--- src/rtl/shift_sequencer.sv ---
// Multi-cycle shift controller: runs a shift of up to 31 bits as a series of
// bounded steps (at most MAX_STEP bits per clock) behind a Start/Busy/Done handshake.
// Optional feature macro: SHIFT_SEQUENCER_ROTATE_EN. Mode 11 is rotate right when it is
// defined, and an alias of logical right when it is not.

module shift_sequencer #(
   parameter int WIDTH    = 16,
   parameter int MAX_STEP = 7
) (
   input  logic             Clk,
   input  logic             Reset,
   input  logic             Start,
   input  logic [1:0]       Mode,
   input  logic [4:0]       Amount,
   input  logic [WIDTH-1:0] Data_In,
   output logic             Busy,
   output logic             Done,
   output logic [WIDTH-1:0] Result
);

   localparam logic [4:0] WIDTH_AMT = 5'(WIDTH);
   localparam logic [4:0] STEP_MAX  = 5'(MAX_STEP);

   typedef enum logic [1:0] {
      ST_IDLE = 2'b00,
      ST_RUN  = 2'b01,
      ST_DONE = 2'b10
   } state_t;

   state_t             state_r;
   state_t             next_state_s;
   logic [WIDTH-1:0]   acc_r;
   logic [4:0]         rem_r;
   logic [1:0]         mode_r;
   logic [WIDTH-1:0]   result_r;
   logic               busy_r;
   logic               done_r;

   logic               accept_s;
   logic [1:0]         eff_mode_s;
   logic [4:0]         eff_amt_s;
   logic [4:0]         step_s;
   logic [4:0]         rem_next_s;
   logic [WIDTH-1:0]   shifted_s;
   logic               last_step_s;

   // One bounded shift step of v by s bits in mode m.
   function automatic logic [WIDTH-1:0] shift_step(
      input logic [WIDTH-1:0] v,
      input logic [1:0]       m,
      input logic [4:0]       s
   );
`ifdef SHIFT_SEQUENCER_ROTATE_EN
      logic [2*WIDTH-1:0] rot;
`endif
      logic [WIDTH-1:0] res;
      res = v >> s;
      case (m)
         2'b00:   res = v << s;
         2'b01:   res = v >> s;
         2'b10:   res = WIDTH'($signed(v) >>> s);
`ifdef SHIFT_SEQUENCER_ROTATE_EN
         2'b11: begin
            rot = {v, v} >> s;
            res = rot[WIDTH-1:0];
         end
`endif
         default: res = v >> s;
      endcase
      return res;
   endfunction

   // Request decode: effective mode and amount captured on the accepting edge.
   always_comb begin
      accept_s   = Start && (state_r != ST_RUN);
      eff_mode_s = Mode;
      eff_amt_s  = Amount;
`ifdef SHIFT_SEQUENCER_ROTATE_EN
      if (Mode == 2'b11) begin
         eff_amt_s = Amount % WIDTH_AMT;
      end else if (Amount > WIDTH_AMT) begin
         eff_amt_s = WIDTH_AMT;
      end else begin
         eff_amt_s = Amount;
      end
`else
      if (Mode == 2'b11) begin
         eff_mode_s = 2'b01;
      end else begin
         eff_mode_s = Mode;
      end
      if (Amount > WIDTH_AMT) begin
         eff_amt_s = WIDTH_AMT;
      end else begin
         eff_amt_s = Amount;
      end
`endif
   end

   // Step datapath: clamp the remaining amount to one stage and shift the accumulator.
   always_comb begin
      step_s = rem_r;
      if (rem_r > STEP_MAX) begin
         step_s = STEP_MAX;
      end else begin
         step_s = rem_r;
      end
      rem_next_s  = rem_r - step_s;
      shifted_s   = shift_step(acc_r, mode_r, step_s);
      last_step_s = (rem_next_s == 5'd0);
   end

   // Next-state logic; DONE accepts a new request so back-to-back shifts have no bubble.
   always_comb begin
      next_state_s = ST_IDLE;
      case (state_r)
         ST_IDLE, ST_DONE: begin
            if (accept_s && (eff_amt_s == 5'd0)) begin
               next_state_s = ST_DONE;
            end else if (accept_s) begin
               next_state_s = ST_RUN;
            end else begin
               next_state_s = ST_IDLE;
            end
         end
         ST_RUN: begin
            if (last_step_s) begin
               next_state_s = ST_DONE;
            end else begin
               next_state_s = ST_RUN;
            end
         end
         default: next_state_s = ST_IDLE;
      endcase
   end

   // State, operand and registered handshake/result outputs.
   always_ff @(posedge Clk) begin
      if (Reset) begin
         state_r  <= ST_IDLE;
         acc_r    <= '0;
         rem_r    <= 5'd0;
         mode_r   <= 2'b00;
         result_r <= '0;
         busy_r   <= 1'b0;
         done_r   <= 1'b0;
      end else begin
         state_r <= next_state_s;
         busy_r  <= (next_state_s == ST_RUN);
         done_r  <= (next_state_s == ST_DONE);
         if (accept_s) begin
            acc_r  <= Data_In;
            mode_r <= eff_mode_s;
            rem_r  <= eff_amt_s;
            if (eff_amt_s == 5'd0) begin
               result_r <= Data_In;
            end
         end else if (state_r == ST_RUN) begin
            acc_r <= shifted_s;
            rem_r <= rem_next_s;
            // Result is only exposed on the completing step, never mid-shift.
            if (last_step_s) begin
               result_r <= shifted_s;
            end
         end
      end
   end

   assign Busy   = busy_r;
   assign Done   = done_r;
   assign Result = result_r;

endmodule
--- config.mk ---
export PLATFORM = sky130hd
export DESIGN_NAME = shift_sequencer
export DESIGN_NICKNAME = d
export VERILOG_FILES = /design/src/rtl/shift_sequencer.sv
export SDC_FILE = /design/constraint.sdc
export NUM_CORES = 1
export LEC_CHECK = 0
export CAP_MARGIN = 20
export CORE_MARGIN = 3
export CORE_UTILIZATION = 37
export CTS_BUF_LIST = sky130_fd_sc_hd__clkbuf_8
export DETAILED_ROUTE_END_ITERATION = 6
export PLACE_DENSITY_LB_ADDON = 0.08
export SLEW_MARGIN = 20
export SYNTH_ARGS = -nofsm -noshare
export SYNTH_HDL_FRONTEND = slang
export SYNTH_SLANG_ARGS = --single-unit
--- constraint.sdc ---
create_clock -name Clk -period 5.4 [get_ports Clk]
set_input_delay 0.81 -clock Clk [delete_from_list [all_inputs] [get_ports Clk]]
set_output_delay 0.81 -clock Clk [all_outputs]
set_load 0.02 [all_outputs]
==> reports/qor.yml <==
pwr:
  powerDensity_nw_per_um2: 326
  p_leak_nw: 1.34
  peakVddDrop_mv: 0.134
sta:
  fmax_mhz: 305
  rsz0062_at_grt: "no"
  tightest_slew_ps: 1090
  fin_tns_setup_ps: 0
  drv_slew: 0
  finalSetupViolCount: 0
  fin_skew_ps: 9.64
  min_period_over_period_pct: 60.7
  min_period_ps: 3280
  fin_ws_ps: 2120
  slew_headroom_pct: 27.0
  hold_viol: 0
clocking:
  ctsRootBufferMaster: "clkbuf_8"
  clkLatencyLatePin_ps: 300
  ctsHoldBuffers: 0
  cts_resized: 0
  postCtsSetupBuffers: 0
  cts_tree: "yes"
  htree_levels: 2
  cts_buffers: 5
  clk_pin_slew_worst_paths_ps: 80
  clockBufferDepth: 2
  cts_sinks: 43
worst_hold_path:
  min_from: "Result[13]"
  whs_path_depth: 2
  min_path_type: "reg2reg"
  min_to: "Result[13]"
worst_setup_path:
  cp_slowest_cell: "clkdlybuf4s50_1"
  path_max_fanout: 22
  required_ps: 5610
  path_class: "in2reg"
  path_cells: "clkdlybuf4s50_1 -> inv_1 -> nor2_1 -> buf_4 -> a21oi_1 -> a211oi_1"
  crit_start: "Start"
  cp-end-kind: "flop"
  arrival_ps: 3490
  cpPeakStageDelay_ps: 1010
  crit_buf_inv: 3
  worst_setup_path_start_kind: "input pin"
  crit_family: "buffers and inverters"
  reg2reg_setup_slack_ps: 2260
  ff2ff_path_depth: 9
  r2r_end: "Result[14]"
  r2r-start: "rem_r[3]"
grt:
  grt_pass1_vias: 3580
  grt_pass1_wl_um: 20400
  antenna_found_initial: 0
  gr-usage-all-layers_pct: 24.6
  grt_overflow: 0
  grt_max_degree: 66
drt:
  firstDrtPassIters: 5
  ant_nets: 0
  drtIter0Drc: 421
  route.detailed.drc: 0
  vias: 3950
  wl_per_cell_um: 20.7
  via_per_inst: 6.34
  wirelength_um: 12900
logic_synthesis:
  avgSynthCellArea_um2: 7.17
  synth-async-reset-ratio_pct: 0
  synth_cells: 489
  yosys_most_used_dff: "dfxtp_1"
  ys_types: 64
  synth_seq_area_share_pct: 24.5
  ys_warn_count: 0
  ys_ff_latch: 43
  syn_area_um2: 3510
  synth_edf_count: 0
  synthesis.nets: 517
placed_design:
  gp_congestion: 0.970
  place_ws_ps: 1860
  port_buffers: 43
  placedCellCount: 616
  hpwl_um: 9240
  placed_area_um2: 3900
run_status:
  status: "completed"
cells_and_area:
  drive_above_1_share_pct: 6.04
  diodes: 0
  stdcell_count: 623
  area_growth_pct: 14.2
  final_cell_area_um2: 4000
  fin_nets: 525
floorplanning:
  die_w_um: 103
  initial_core_util_pct: 39.1
  rows: 34
  die_area_um2: 10700
  ios: 44
  coreArea_um2: 8980
  die_h_um: 103
flow_run:
  drv_cap: 0
layer usage:
layer	GRT usage, %	wire length, um	up-vias	part of all wire, %
met3	4.56	1030	19	8.0
met4	6.47	218	0	1.7
li1	-	-	1873	-
met5	0	0	-	0
met2	34.6	5540	174	43
met1	37.9	6110	1884	47
flip-flops by register name, indices dropped and copies added, names as in the netlist:
name	flops
acc_r	16
Done	1
rem_r	5
state_r	2
mode_r	2
Busy	1
Result	16
cell families after synthesis:
| kind of cell | Yosys count | share of synthesized area, % |
|---|---|---|
| AOI/OAI and AO/OA | 184 | 35.3 |
| adders and majority gates | 2 | 0.713 |
| muxes | 9 | 2.64 |
| buffers and inverters | 59 | 8.46 |
| DFF | 43 | 24.5 |
| and+or+nand+nor | 192 | 28.4 |
metrics by stage:
step	power, mW	hold WS, ps	utilization [%]
2_1_floorplan	0.861	457	-
3_3_place_gp	1.06	445	43.5
3_5_place_dp	1.05	449	43.5
4_1_cts	1.29	467	44.6
5_1_grt	1.38	489	44.6
6_report	1.30	463	44.6
where the power goes:
part | leakage, nW | switching [mW] | total [mW] | internal [mW]
registers | 0.352 | 0.0636 | 0.418 | 0.355
logic | 0.935 | 0.408 | 0.641 | 0.233
clock network | 0.0554 | 0.110 | 0.244 | 0.134
total | 1.34 | 0.582 | 1.30 | 0.722
worst register-to-register path, cell delays in order, from the launching register on:
cell     delay [ps]
dfxtp_1         310
buf_4           310
or2_4           300
nand2_1         130
ha_1            310
nor2b_1         160
a311o_1         350
a21oi_2         810
nor3_1          120
a32o_1          250
placed cells by master, fill, tap and decap left out, types with 4 or more instances in the layout:
cell type         n
dfxtp_1          43
o22ai_1           6
o21ai_0          40
a21oi_1          44
o41ai_1           5
nor2b_1          18
nand4_1           5
clkbuf_8          5
a31oi_1           7
o31ai_1           6
buf_4             9
o2111ai_1         8
nand2b_1         14
mux2i_1           7
inv_1             9
a32o_1            6
o211ai_1          9
a221oi_1          4
clkdlybuf4s50_1  43
a211oi_1         12
nor3_1            8
a311oi_1          4
nand3_1          34
nor4_1           12
nor2_1           33
o21ai_1           4
nand2_1          45
or4_1             4
final cells by class:
class | count | area (um^2)
clock inverter | 2 | 33.8
fill | 931 | 4970
multi-input combinational | 387 | 2350
inverter | 8 | 30.0
timing repair buffer | 52 | 498
tap | 126 | 158
sequential | 43 | 861
clock buffer | 5 | 68.8
synth_stat cells, drive strengths merged (7+ instances only):
| cell type | number | share of area, % |
|---|---|---|
| nor3 | 11 | 1.9 |
| mux2i | 7 | 2.0 |
| nand2 | 45 | 4.8 |
| clkbuf | 23 | 2.5 |
| a21oi | 46 | 6.8 |
| nor2 | 35 | 4.0 |
| nor2b | 18 | 3.2 |
| inv | 8 | 0.86 |
| o21ai | 44 | 6.3 |
| a211oi | 12 | 2.6 |
| o211ai | 9 | 1.9 |
| a31oi | 7 | 1.2 |
| dfxtp | 43 | 25 |
| o2111ai | 8 | 2.0 |
| nor4 | 13 | 2.5 |
| nand3 | 34 | 4.9 |
| nand2b | 14 | 2.5 |
| buf | 28 | 5.1 |
worst max path at each step:
| stage | depth (start not counted) | to |
|---|---|---|
| finish | 6 | Result[11] |
| floorplan | 12 | Result[1] |
| global route | 6 | Result[4] |
| detailed placement | 6 | Result[11] |
| CTS | 6 | Result[11] |
| global placement | 6 | Result[14] |
No activity file was read; power rests on OpenSTA's default activity.
